## config.mk

```make
export PLATFORM = sky130hd
export DESIGN_NAME = squarer_rr_scheduler
export DESIGN_NICKNAME = d
export VERILOG_FILES = /design/src/rtl/squarer_rr_scheduler.sv
export SDC_FILE = /design/constraint.sdc
export NUM_CORES = 1
export LEC_CHECK = 0
export CAP_MARGIN = 20
export CORE_MARGIN = 1
export CORE_UTILIZATION = 40
export CTS_BUF_LIST = sky130_fd_sc_hd__clkbuf_16
export CTS_CLUSTER_DIAMETER = 120
export DETAILED_ROUTE_END_ITERATION = 10
export HOLD_SLACK_MARGIN = 0.05
export PLACE_DENSITY_LB_ADDON = 0.05
export SYNTH_ARGS = -nofsm -noshare
export SYNTH_HDL_FRONTEND = slang
export SYNTH_SLANG_ARGS = --single-unit
```

## constraint.sdc

```tcl
create_clock -name clk -period 7.2 [get_ports clk]
set_clock_uncertainty 0.1 [all_clocks]
set_input_delay 1.8 -clock clk [delete_from_list [all_inputs] [get_ports clk]]
set_output_delay 1.8 -clock clk [all_outputs]
set_load 0.005 [all_outputs]
```

## src/rtl/squarer_rr_scheduler.sv

```systemverilog
// Round-robin scheduler sharing one 4-bit squarer datapath among NREQ requesters.
// Optional datapath self-check enabled by defining SQ_SELFCHECK_EN.
module squarer_rr_scheduler #(
    parameter int NREQ   = 4,
    parameter int SETTLE = 1,
    parameter int IDW    = $clog2(NREQ)
) (
    input  logic              clk,
    input  logic              rst,
    input  logic [NREQ-1:0]   req_valid,
    input  logic [4*NREQ-1:0] req_data,
    output logic [NREQ-1:0]   req_ready,
    output logic [3:0]        sq_a,
    input  logic [7:0]        sq_y,
    input  logic [31:0]       sq_garbage,
    output logic              rsp_valid,
    input  logic              rsp_ready,
    output logic [7:0]        rsp_data,
    output logic [IDW-1:0]    rsp_id,
    output logic              busy,
    output logic [15:0]       op_count,
    output logic              err
);

    localparam logic [1:0] S_IDLE = 2'd0;
    localparam logic [1:0] S_EXEC = 2'd1;
    localparam logic [1:0] S_RESP = 2'd2;

    localparam logic [3:0]     CNT_LOAD = 4'(SETTLE - 1);
    localparam logic [IDW-1:0] LG_RST   = IDW'(NREQ - 1);
    localparam logic [IDW-1:0] LAST_IDX = IDW'(NREQ - 1);

    logic [1:0]     state_q, state_d;
    logic [3:0]     cnt_q, cnt_d;
    logic [3:0]     a_q, a_d;
    logic [IDW-1:0] id_q, id_d;
    logic [IDW-1:0] lg_q, lg_d;
    logic [7:0]     data_q, data_d;
    logic [15:0]    opcnt_q, opcnt_d;
    logic           err_d;

    logic [IDW-1:0] cand;
    logic [IDW-1:0] win;
    logic           any;
    logic           grant;
    logic           capture;

    // Round-robin search starting one past the last granted requester
    always_comb begin
        cand = lg_q;
        win  = '0;
        any  = 1'b0;
        for (int k = 0; k < NREQ; k++) begin
            cand = (cand == LAST_IDX) ? '0 : cand + 1'b1;
            if (!any && req_valid[cand]) begin
                any = 1'b1;
                win = cand;
            end
        end
    end

    assign grant     = (state_q == S_IDLE) && any && !rst;
    assign capture   = (state_q == S_EXEC) && (cnt_q == 4'd0);
    assign req_ready = grant ? (NREQ'(1) << win) : '0;
    assign sq_a      = (state_q == S_EXEC) ? a_q : 4'h0;
    assign rsp_valid = (state_q == S_RESP);
    assign rsp_data  = data_q;
    assign rsp_id    = id_q;
    assign busy      = (state_q != S_IDLE);
    assign op_count  = opcnt_q;

`ifdef SQ_SELFCHECK_EN
    logic       err_q;
    logic [7:0] ref_sq;
    logic       chk_bad;
    logic       unused_garbage;

    assign ref_sq         = {4'h0, a_q} * {4'h0, a_q};
    assign chk_bad        = (sq_y != ref_sq) || (|sq_garbage[31:21]);
    assign unused_garbage = ^sq_garbage[20:0];
    assign err_d          = err_q | (capture & chk_bad);
    assign err            = err_q;

    // Sticky error flag, cleared only by reset
    always_ff @(posedge clk) begin
        if (rst) err_q <= 1'b0;
        else     err_q <= err_d;
    end
`else
    logic unused_garbage;

    assign unused_garbage = ^sq_garbage;
    assign err_d          = 1'b0;
    assign err            = err_d;
`endif

    // Next-state logic for the grant / settle / respond sequence
    always_comb begin
        state_d = state_q;
        cnt_d   = cnt_q;
        a_d     = a_q;
        id_d    = id_q;
        lg_d    = lg_q;
        data_d  = data_q;
        opcnt_d = opcnt_q;
        unique case (state_q)
            S_IDLE: begin
                if (grant) begin
                    a_d     = req_data[{win, 2'b00} +: 4];
                    id_d    = win;
                    lg_d    = win;
                    cnt_d   = CNT_LOAD;
                    state_d = S_EXEC;
                end
            end
            S_EXEC: begin
                if (capture) begin
                    data_d  = sq_y;
                    state_d = S_RESP;
                end else begin
                    cnt_d = cnt_q - 4'd1;
                end
            end
            S_RESP: begin
                if (rsp_ready) begin
                    opcnt_d = opcnt_q + 16'd1;
                    state_d = S_IDLE;
                end
            end
            default: state_d = S_IDLE;
        endcase
    end

    // State registers with synchronous reset
    always_ff @(posedge clk) begin
        if (rst) begin
            state_q <= S_IDLE;
            cnt_q   <= 4'd0;
            a_q     <= 4'h0;
            id_q    <= '0;
            lg_q    <= LG_RST;
            data_q  <= 8'h00;
            opcnt_q <= 16'd0;
        end else begin
            state_q <= state_d;
            cnt_q   <= cnt_d;
            a_q     <= a_d;
            id_q    <= id_d;
            lg_q    <= lg_d;
            data_q  <= data_d;
            opcnt_q <= opcnt_d;
        end
    end

endmodule

```

# Yosys cells after proc, flatten, opt, wreduce, memory -nomap -nowiden
# Cells that the tools add are included.
[totals] out_inout_bits=37 reg_bits=38 input_bits=63 wordCells=77
[op_classes] magnitude_cmp=4 eq_ne=10 n_mux=29 shifts=2 add_sub_neg=6 reduce_logical=19
[ops] operator="$mux W2" n=11
[ops] operator="$add A16 B1 Y16 const B" n=1
[ops] operator="$mux W4" n=4
[ops] operator="$shiftx A16 B5 Y4" n=1
[ops] operator="$lt A2 B3 Y1 const B" n=4
[ops] operator="$eq A2 B2 Y1 const B" n=5
[ops] operator="$add A2 B1 Y2 const B" n=4
[ops] operator="$bmux W1 S2" n=4
[ops] operator="$mux W1" n=8
[ops] operator="$pmux W4 S2" n=1
[ops] operator="$logic_and A1 B1 Y1" n=6
[ops] operator="$ne A2 B2 Y1 const B" n=3
[ops] operator="$pmux W2 S3" n=1
[ops] operator="$reduce_and A2 Y1" n=3
[ops] operator="$reduce_and A3 Y1" n=2
[ops] operator="$logic_not A1 Y1" n=4
[ops] operator="$logic_not A4 Y1" n=1
[ops] operator="$reduce_bool A2 Y1" n=2
[ops] operator="$shl A1 B2 Y4 const A" n=1
[ops] operator="$sub A4 B1 Y4 const B" n=1
[ops] operator="$eq A2 B1 Y1 const B" n=1
[ops] operator="$logic_not A2 Y1" n=1
[ops] operator="$ne A2 B1 Y1 const B" n=1

# Logic depth before layout (Yosys ltp)
[logic_depth] word_depth=18 ltp_mapped=7 ltp_nobuf=7

# Worst setup path before layout
# OpenSTA, ideal clock, no wires.
[synth_path] kind="input to output" from="input port req_valid[0]" to="output port req_ready[1]" setup_slack_ns=2.621 path_buffers=1 t_arrival_ns=2.679 cell_stages=5 cell_sequence="o31ai_1 -> a21oi_1 -> or4b_1 -> clkbuf_2 -> nor2_1"
[synth_via] elab_chain_cells=15 word_cells_on_any_way=26
[synth_rtl] element="start, declared" line="10" text="input logic [NREQ-1:0] req_valid,"
[synth_rtl] element="$bmux W1 S2" line="55" text="if (!any && req_valid[cand]) begin"
[synth_rtl] element="$mux W1 (implied by the code)" line="55"
[synth_rtl] element="$mux W1" line="55"
[synth_rtl] element="$logic_not A1 Y1" line="55"
[synth_rtl] element="$logic_and A1 B1 Y1" line="55"
[synth_rtl] element="$mux W1" line="55"
[synth_rtl] element="$logic_not A1 Y1" line="55"
[synth_rtl] element="$logic_and A1 B1 Y1" line="55"
[synth_rtl] element="$mux W1" line="55"
[synth_rtl] element="$logic_not A1 Y1" line="55"
[synth_rtl] element="$logic_and A1 B1 Y1" line="55"
[synth_rtl] element="$mux W1" line="55"
[synth_rtl] element="$logic_and A1 B1 Y1 (2 in series)" line="62" text="assign grant = (state_q == S_IDLE) && any && !rst;"
[synth_rtl] element="$mux W4 *" line="64" text="assign req_ready = grant ? (NREQ'(1) << win) : '0;"
[synth_rtl] element="end, declared" line="12" text="output logic [NREQ-1:0] req_ready,"
# Mark *: on every way between the ends. The rest lies on a longest branch, timed or not. The select of a mux whose other input is x is not followed.

# Worst setup path in the final report
[layout_path] from="input port rst" to="output port req_ready[3]"
[layout_via] elab_chain_cells=3
[layout_rtl] element="start, declared" line="9" text="input logic rst,"
[layout_rtl] element="$logic_not A1 Y1" line="62"
[layout_rtl] element="$logic_and A1 B1 Y1" line="62"
[layout_rtl] element="$mux W4" line="64"
# No other way between the ends.

==> impl_summary.txt <==
----------------------------------------------------
[Global routing]
  Wire length of the first global-routing pass ... 6423 um
  Number of global-route vias before repair ... 1,436
  Overall fraction of global-route tracks in use ... 18.65%
  Pin count of the biggest net entering global routing ... 34
  Overflow left after global routing ... 0
  Initial antenna violation count ... 0

[Clock tree]
  TritonCTS Sinks ... 38
  Root buf cell ... clkbuf_16
  Hold_buf cts ... 0
  Clock buffer count from CTS ... 5
  Max H-tree Level ... 2
  Clock transition at the registers of the reported paths ... 0.05 ns
  Maximum count of clock buffers along a single path ... 2
  Count of instances resized after the clock tree is built ... 0
  Setup Fix Bufs, Post-CTS ... 0
  Clock network latency to the later pin of the worst-skew pair ... 0.27 ns
  Clock tree from TritonCTS ... yes

[Critical path]
  Required time of the critical path ... 5.30 ns
  Class of the most critical setup path ... primary input to output pin
  CP Data Arrival Time ... 3.94 ns
  Highest net fanout along the worst path ... 33
  Startpoint types ... primary input
  Endpoint type of the worst setup path ... output pin

[Floorplan]
  Die area ... 4738 um^2
  X dimension of the die ... 68.84 um
  Core region area ... 4144 um^2
  Die H ... 68.84 um
  Effective utilization at floorplan ... 43.12%
  Std-Cell Rows ... 23
  # IOs ... 100

[Logic synthesis]
  Post-Syn Area ... 1787 um^2
  Number of flip-flops and latches in the synthesized netlist ... 38
  Syn. warnings ... 0
  Post-Synthesis Net Count ... 266
  Main synth FF type ... dfxtp_1
  Post-synth EDFFs ... 0
  Fraction of synthesis flops using an asynchronous set or reset pin ... 0%
  Synthesized area per cell ... 8.934 um^2
  Share of synthesized area occupied by flip-flops and latches ... 42.58%
  Post-synthesis cell count ... 200
  Number of distinct library cell variants in the gate-level netlist after synthesis ... 42

[STA]
  Post-route clock period utilization ... 81.16%
  Maximum clock frequency ... 0.1711 GHz
  Final setup TNS ... 0 ns
  Endpoints failing setup ... 0
  Final Critical Period ... 5.844 ns
  Relative slew slack ... 43.81%
  Total count of hold-check failures in the final report ... 0
  Worst Max-Slew Pin Slew ... 0.8358 ns
  RSZ-0062 raised after global routing ... false
  Final slew viol count ... 0

[Place]
  Global placement routability congestion ... 0.7339
  Post-detail-place hpwl ... 2779 um
  Number of input and output port buffers inserted ... 66

[Pwr]
  Switching share of power ... 27.99%
  Leakage power total ... 0.001050 uW
  Part of the total power dissipated in combinational logic ... 32.9%
  Worst IR drop on VDD ... 0.0001663 V
  Sum of internal, switching and leakage power ... 751.0 uW
  Internal Dissipation ... 540.8 uW
  Clock Power Share ... 31.7%
  Areal power density over the cells ... 285.5 nW/um^2
  Switching power summed over all nets ... 210.2 uW
  Sequential share of power ... 35.5%

[Route]
  1st-iter DRT viols ... 83
  DR vias ... 1,594
  Detailed-route wire length per cell ... 12.28 um
  DR vias/cell ... 5.044
  Residual antenna-violating net count after detailed routing ... 0
  DRC violations left ... 0
  First-pass DRT Iterations ... 6
  Total wire length after detailed routing ... 3879 um

[Job]
  Max capacitance violation total ... 0

[Layout]
  Core Util, Final ... 63.47%
  Antenna cell count ... 0
  Fraction of layout instances using a drive strength above 1 ... 4.135%
  Post-synthesis to final-layout area growth ... 47.20%
  Layout net count ... 332

[Status]
  Status ... complete, no violations

[Min path]
  Path type of the worst min-delay path ... register to register

----------------------------------------------------
## final timing paths
check | from | endpoint | slack [ns] | cells past startpoint
worst max-delay path | rst | req_ready[3] | 1.36 | 6
worst min-delay path | a_q[1] | a_q[1] | 0.34 | 1
worst max register to register | lg_q[0] | a_q[0] | 4.79 | 6
worst min register to register | a_q[1] | a_q[1] | 0.34 | 1
## cell usage after synthesis (2+ instances only)
master	n	share of area (%)
buf_4	2	0.84
nand3_1	4	1.1
o21ai_0	5	1.4
o31ai_1	2	0.84
and4_1	2	0.98
ha_1	3	2.1
inv_1	4	0.84
dfxtp_1	38	43
nand2b_1	5	1.8
xor2_1	7	3.4
nand4_1	2	0.70
o22ai_1	4	1.4
mux2i_1	17	9.5
xnor2_1	6	2.9
nand2_1	11	2.3
and2_1	4	1.4
nor3_1	3	0.84
or3_1	5	1.8
a21oi_1	11	3.1
nor2_1	33	6.9
o32ai_1	2	0.98
a21o_1	4	1.7
clkbuf_1	4	0.84
nor2b_1	2	0.70
nor4_1	3	1.1
## flip-flops by register name (all words and copies together) (netlist names)
| name | flops |
|---|---|
| cnt_q | 4 |
| rsp_data | 8 |
| op_count | 16 |
| state_q | 2 |
| lg_q | 2 |
| a_q | 4 |
| rsp_id | 2 |
## kinds of logic (layout without fill, tap and decap cells)
| group | count (synthesis) | after routing | synth area share [%] |
|---|---|---|---|
| buffers and inverters | 12 | 78 | 3.430 |
| DFF | 38 | 38 | 42.58 |
| adders and majority gates | 3 | 3 | 2.101 |
| and+or+nand+nor | 83 | 83 | 23.88 |
| muxes | 17 | 17 | 9.524 |
| xor gates and xnor gates | 13 | 13 | 6.373 |
| other | 1 | 1 | 0.2099 |
| AOI/OAI and AO/OA | 33 | 33 | 11.90 |
## per-stage QoR
| step | cells | instance area [um^2] | hold slack, ns | worst slack [ns] |
|---|---|---|---|---|
| 6_report | 316 | 2630 | 0.3395 | 1.356 |
| 5_1_grt | 316 | 2630 | 0.3607 | 1.243 |
| 4_1_cts | 316 | 2630 | 0.3436 | 1.335 |
| 3_5_place_dp | 309 | 2471 | 0.3309 | 1.345 |
| 3_3_place_gp | 309 | 2471 | 0.3249 | 1.343 |
| 2_1_floorplan | 200 | 1787 | 0.3178 | 2.621 |
## cell type report
type | count | area (um^2)
fillers | 384 | 1514
multi-input cells | 150 | 964.7
flip-flops and latches | 38 | 760.7
repair buffers | 67 | 668.1
clock buffers | 5 | 125.1
well taps | 50 | 62.56
clock inverters | 2 | 33.78
inverters | 4 | 15.01
## cells in the final DEF, fill, tap and decap left out, drive strengths merged, types with 2 or more instances in the layout
cell,n
ha,3
o22ai,4
dfxtp,38
xnor2,6
inv,4
clkdlybuf4s50,66
o21ai,5
o31ai,2
or2,2
nor4,3
nand2b,5
a21o,4
nor2,33
nand4,3
nor2b,2
nand2,11
clkbuf,5
mux2i,17
and4,2
or3,5
nand3,4
xor2,7
o32ai,2
a21oi,11
and2,4
nor3,4
## worst max-delay path, cell delays in order
cell and delay [ns]:
clkdlybuf4s50_1 0.40, buf_4 0.24, nor3_2 0.23, or4b_1 0.61
nor2_1 0.14, clkdlybuf4s50_1 0.52
## power groups by stage
stage / clock network (uW) / registers [uW] / logic (uW)
finish: 238 / 266 / 247
CTS: 244 / 267 / 250
floorplan: 0 / 267 / 166
detailed placement: 0 / 269 / 247
global route: 252 / 272 / 272
global placement: 0 / 269 / 246
## metal layers
metal	track usage (%)	routed length (um)	vias to the layer above
met1	23.14	1915	732
met5	0	0	-
li1	-	-	824
met2	29.90	1710	36
met3	6.743	229	2
met4	6.122	23	0
No activity file was read; power rests on OpenSTA's default activity.
